File: config.mk
export PLATFORM = sky130hd
export DESIGN_NAME = y_operand_stage
export DESIGN_NICKNAME = d
export VERILOG_FILES = /design/src/rtl/y_operand_stage.sv
export SDC_FILE = /design/constraint.sdc
export NUM_CORES = 2
export LEC_CHECK = 0
export BUFFER_PORTS_ARGS = -buffer_cell sky130_fd_sc_hd__buf_2
export CAP_MARGIN = 20
export CORE_MARGIN = 5
export CORE_UTILIZATION = 50
export DETAILED_ROUTE_END_ITERATION = 10
export MAX_ROUTING_LAYER = met4
export PLACE_DENSITY = 0.72
export SLEW_MARGIN = 20
export SYNTH_ARGS = -nofsm -noshare
export SYNTH_HDL_FRONTEND = slang
export SYNTH_SLANG_ARGS = --single-unit
File: constraint.sdc
create_clock -name clk -period 47.2 [get_ports clk]
set_clock_uncertainty 0.15 [all_clocks]
set_input_delay 4.72 -clock clk [delete_from_list [all_inputs] [get_ports clk]]
set_output_delay 4.72 -clock clk [all_outputs]
set_load 0.01 [all_outputs]
File: src/rtl/y_operand_stage.sv
// y_operand_stage: decode-to-execute operand stage.
// Holds the general-purpose register file (two combinational read ports, one
// write-back port) and the ID/EX pipeline register that feeds the ALU.
// Optional feature macro: OPERAND_WB_BYPASS_EN. When it is defined, a write-back
// to a non-zero register is forwarded to a matching read port in the same cycle.
// When it is undefined, reads return the pre-write contents.
module y_operand_stage #(
  parameter  int DATA_W = 32,
  parameter  int NREGS  = 32,
  localparam int AW     = $clog2(NREGS)
) (
  input  logic              clk,
  input  logic              rst,
  input  logic              in_valid,
  input  logic              stall,
  input  logic              flush,
  input  logic [AW-1:0]     rs,
  input  logic [AW-1:0]     rt,
  input  logic [15:0]       imm,
  input  logic              use_imm,
  input  logic [2:0]        op_in,
  input  logic [AW-1:0]     wdst_in,
  input  logic              wb_en,
  input  logic [AW-1:0]     wb_addr,
  input  logic [DATA_W-1:0] wb_data,
  output logic              in_ready,
  output logic              out_valid,
  output logic [DATA_W-1:0] a,
  output logic [DATA_W-1:0] b,
  output logic [2:0]        op,
  output logic [DATA_W-1:0] rt_data,
  output logic [AW-1:0]     wdst
);

  localparam int IMM_W = 16;

  logic [DATA_W-1:0] regs_q [NREGS];

  logic [DATA_W-1:0] rs_val;
  logic [DATA_W-1:0] rt_val;
  logic [DATA_W-1:0] imm_sext;
  logic              wb_commit;

  logic              valid_q,   valid_d;
  logic [DATA_W-1:0] a_q,       a_d;
  logic [DATA_W-1:0] b_q,       b_d;
  logic [2:0]        op_q,      op_d;
  logic [DATA_W-1:0] rt_data_q, rt_data_d;
  logic [AW-1:0]     wdst_q,    wdst_d;

  // R0 is hardwired to zero, so writes addressed to it never commit.
  assign wb_commit = wb_en && (wb_addr != '0);

  assign imm_sext = {{(DATA_W-IMM_W){imm[IMM_W-1]}}, imm};

  // Register file: write-back is independent of stall/flush.
  always_ff @(posedge clk or posedge rst) begin
    if (rst) begin
      for (int i = 0; i < NREGS; i++) begin
        regs_q[i] <= '0;
      end
    end else if (wb_commit) begin
      regs_q[wb_addr] <= wb_data;
    end
  end

  // Read ports: R0 reads zero and is never forwarded.
  always_comb begin
    rs_val = '0;
    rt_val = '0;
    if (rs != '0) begin
`ifdef OPERAND_WB_BYPASS_EN
      rs_val = (wb_commit && (wb_addr == rs)) ? wb_data : regs_q[rs];
`else
      rs_val = regs_q[rs];
`endif
    end
    if (rt != '0) begin
`ifdef OPERAND_WB_BYPASS_EN
      rt_val = (wb_commit && (wb_addr == rt)) ? wb_data : regs_q[rt];
`else
      rt_val = regs_q[rt];
`endif
    end
  end

  // ID/EX next state: flush clears only the valid bit, stall holds everything.
  always_comb begin
    valid_d   = valid_q;
    a_d       = a_q;
    b_d       = b_q;
    op_d      = op_q;
    rt_data_d = rt_data_q;
    wdst_d    = wdst_q;
    if (flush) begin
      valid_d = 1'b0;
    end else if (!stall) begin
      valid_d   = in_valid;
      a_d       = rs_val;
      b_d       = use_imm ? imm_sext : rt_val;
      op_d      = op_in;
      rt_data_d = rt_val;
      wdst_d    = wdst_in;
    end
  end

  // ID/EX pipeline register.
  always_ff @(posedge clk or posedge rst) begin
    if (rst) begin
      valid_q   <= 1'b0;
      a_q       <= '0;
      b_q       <= '0;
      op_q      <= '0;
      rt_data_q <= '0;
      wdst_q    <= '0;
    end else begin
      valid_q   <= valid_d;
      a_q       <= a_d;
      b_q       <= b_d;
      op_q      <= op_d;
      rt_data_q <= rt_data_d;
      wdst_q    <= wdst_d;
    end
  end

  assign in_ready  = !stall;
  assign out_valid = valid_q;
  assign a         = a_q;
  assign b         = b_q;
  assign op        = op_q;
  assign rt_data   = rt_data_q;
  assign wdst      = wdst_q;

endmodule

# Word-level counts from Yosys, hierarchy flattened

Index checks and enable logic that the tools add are counted.

Magnitude comparators: 4
Eq/ne operators: 1
Mux-type cells: 14
Bitwise logic cells: 5
Reductions and logical operators: 7

Operators by type and width:

| operator                                            | count |
|---|---|
| bitwise mux 1024 bit                                | 1 |
| binary-select mux 32 bit (select 5 bit)             | 2 |
| two-way mux 32 bit                                  | 8 |
| demux 32 bit (select 5 bit)                         | 1 |
| >= comparator 6 bit (second input constant)         | 3 |
| inverter 5 -> 6 bit                                 | 3 |
| nonzero test 5 bit                                  | 3 |
| < comparator 6 x 1 -> 1 bit (second input constant) | 1 |
| logical AND 1 bit                                   | 2 |
| two-way mux 1 bit                                   | 2 |
| != test 2 x 1 -> 1 bit (second input constant)      | 1 |
| inverter 1 bit                                      | 2 |
| AND reduction 2 bit                                 | 1 |
| zero test 1 bit                                     | 1 |

Bits in registers: 1,129
Bits of input ports: 78
Output and inout bits: 106
Word-level logic and storage cells: 69

# Logic depth before layout (Yosys ltp)

Depth in word-level cells: 6
Gate-level depth with buffers: 9
Gate-level depth less buffers: 5

# Least setup slack after synthesis

Ideal clock, no wire load.

Path kind: input-to-output
Start: in stall
End: out in_ready
Data arrival time: 4.791 ns
Slack: 37.539 ns
Stages: 1
Path buffers: 0
Cell sequence: inv_1

Cells in the longest elaborated chain, start to end: 1

RTL lines:

| item               | line | text |
|---|---|---|
| start: declaration | 15   | `input logic stall,` |
| zero test 1 bit    | 126  | `assign in_ready = !stall;` |
| end: declaration   | 26   | `output logic in_ready,` |

No other way between the ends.

# Worst setup path after layout

Same ends and word-level chain as after synthesis.

==> run summary <==
Fmax - 0.100 GHz
Sink Count - 1129
Multi-input gate area - 28000 sq um
Arr. time, crit path - 5.11 ns
Final Hold Viols - 0
Asr flop ratio synth - 100%
Headroom to the max-slew limit - 22.5%
Post-Syn Nets - 4216
Critical Path Source Type - input port
Yosys top cell by area - dfrtp_1
Final WL - 187 mm
Pin count of the biggest net entering global routing - 169
Htree depth - 3
Placer Congestion - 0.870
Finished Layout Cells - 5724
P&R area growth vs syn - 9.89%
Root buffer selected by CTS - clkbuf_16
Most used cell along the critical path - buf_2
Die Area - 123000 sq um
ANT nets after route - 0
Grt ovf - 0
Min-delay src - regs_q[1017]
Worst path bufs/invs - 3
Area share of the largest cell type after synthesis - 48.6%
Register area - 28300 sq um
Initial antenna violation count - 25
Netlist cell types - 53
Max cap viols - 0
Setup violators final - 0
Top cells by area, synth - dfrtp_1, mux2_2, mux4_2
Drt pass-1 iters - 5
First-pass GRT wire length - 274 mm
Post-synthesis sequential area ratio - 48.6%
Synthesized netlist cell count - 4138
DRC - 0
Final WS setup - 37.22 ns
Met2 global-route usage - 44.3%
Num rows - 125
Hold_ws - 0.249 ns
Post-CTS Setup Inserts - 0
CTS clk-pin slew, worst paths - 0.06 ns
Number of synthesized flops with an enable pin - 0
CTS max path bufs - 3
Hold WC Path Type - reg -> reg
Yosys Warn Count - 0
Max-slew violation count - 0
# IOs - 184
Setup Crit Path Kind - in -> out
Vias in the first global route - 39500
Grt met3 use - 9.07%
VDD IR max - 31.5 uV
Crit path time final - 9.98 ns
Cell Area, Synth - 58100 sq um
Critical Path Slowest Stage Cell - buf_2
Crit-path max FO - 5
GR Util met1 - 41.4%
Req. time, crit path - 42.33 ns
Pwr Density - 43.3 nW/um^2
Post-Syn Area per Cell - 14.0 sq um
Number of vias per cell - 6.87
Gr busiest metal - met2
Starting DRT DRC Count - 4807
HPWL Detailed - 110 mm
# hold bufs at CTS - 0
Fill cells - 9392
Dpl ws - 37.11 ns
Layout cells sized above 1 - 44.3%
Clock latency on the worst-skew pair - 0.71 ns
Die Y - 351 um
Starting Density - 50.2%
CP delay by family, top - buffers and inverters
Worst slew pin tran - 1.16 ns
Status - finished, final reports clean
Post-layout net count - 4163
R2r startpoint - regs_q[465]
Critical-path cell list - buf_2, inv_1, buf_2
Overall Global Routing Usage - 31.0%
Main synth FF type - dfrtp_1
LEAKAGE - 28.4 nW
Crit path from - stall
Placed cells - 5491
Worst Setup End Kind - primary output
Number of buffers added on ports - 183
Final period util - 21.1%
Die Wd - 351 um
Cts bufs inserted - 116
Wire per inst - 32.7 um
Max incr delay on CP - 0.17 ns
Setup TNS - 0 ns
Via count - 39300
Seq cells post-synth - 1129
CTS tree - done
Post-CTS sizing - 0
Core Box Area - 116000 sq um
RSZ-0062 raised after global routing - no
## sequential cells by signal, summed over array words and instances (netlist names)
register and cells:
op 3, rt_data 32, out_valid 1, wdst 5
regs_q 1024, b 32, a 32
## worst reg2reg max path, cell delays in order (launching register included)
cell,delay [ns]
dfrtp_1,0.38
mux2i_1,0.08
a22oi_1,0.26
nand3_1,0.15
nor4_2,0.94
o221a_1,0.32
## layout make-up
| cell class | count | area share, % |
|---|---|---|
| timing repair buffer | 279 | 2.72 |
| antenna | 22 | 0.0862 |
| multi-input combinational | 2556 | 43.8 |
| tap | 1524 | 2.99 |
| clock buffer | 161 | 5.25 |
| sequential | 1129 | 44.2 |
| inverter | 3 | 0.0294 |
| clock inverter | 50 | 0.909 |
## cells in the mapped netlist, types with 50 or more instances
cell type,instances
o22ai_1,94
mux2_2,994
nand2_1,95
mux4_2,286
buf_2,66
buf_1,52
clkbuf_1,255
dfrtp_1,1129
mux2i_1,454
nand3_1,50
a22oi_1,196
## metal layers
layer  vias to the layer above  wire, um
met5                         -         0
met3                       555     20100
met1                     20900     75000
met2                      2127     82400
li1                      15700         -
met4                         0      9420
## path summary, 6_finish.rpt
| kind | slack, ns | endpoint | cells after the start |
|---|---|---|---|
| worst max-delay path | 37.22 | in_ready | 3 |
| worst min-delay path | 0.25 | regs_q[1017] | 0 |
| worst max register to register | 44.86 | b[17] | 5 |
| worst min register to register | 0.25 | regs_q[1017] | 0 |
| max in group asynchronous | 38.12 | regs_q[444] | 7 |
| min in group asynchronous | 3.95 | regs_q[929] | 2 |
## cell usage in the layout, fill, tap and decap left out, drive strengths merged, types with 13 or more instances in the layout
cell / count
nor2: 49
a21oi: 42
nand2b: 34
dfrtp: 1129
nand3: 50
o41ai: 30
o221a: 16
buf: 279
clkinv: 23
mux2: 994
a22o: 34
mux2i: 454
clkbuf: 161
a221oi: 26
o22ai: 94
nor2b: 15
clkinvlp: 13
diode: 22
nand2: 95
or2: 19
mux4: 286
a22oi: 196
nor4: 17
o31ai: 32
## metrics by stage
stage / cell area [sq um] / total power [mW] / utilization [%]
detailed placement: 59900 / 1.82 / 51.7
CTS: 63800 / 2.76 / 55.1
finish: 63900 / 2.77 / 55.2
global route: 63900 / 2.87 / 55.2
floorplan: 58100 / 1.66 / -
global placement: 59900 / 1.80 / 51.7
## report_power, final
group	switching (mW)	internal, mW	leakage (nW)	total (mW)
registers	0.143	1.15	14.4	1.29
logic	0.231	0.291	12.1	0.522
clock network	0.395	0.554	1.91	0.950
total	0.769	2.00	28.4	2.77
## logic make-up after synthesis
group	after synthesis	synth area share (%)
AOI/OAI and AO/OA	502	6.43
buffers and inverters	453	3.78
DFF	1129	48.6
muxes	1734	38.2
and+or+nand+nor	320	3.00
Power figures use the tool's default switching activity.
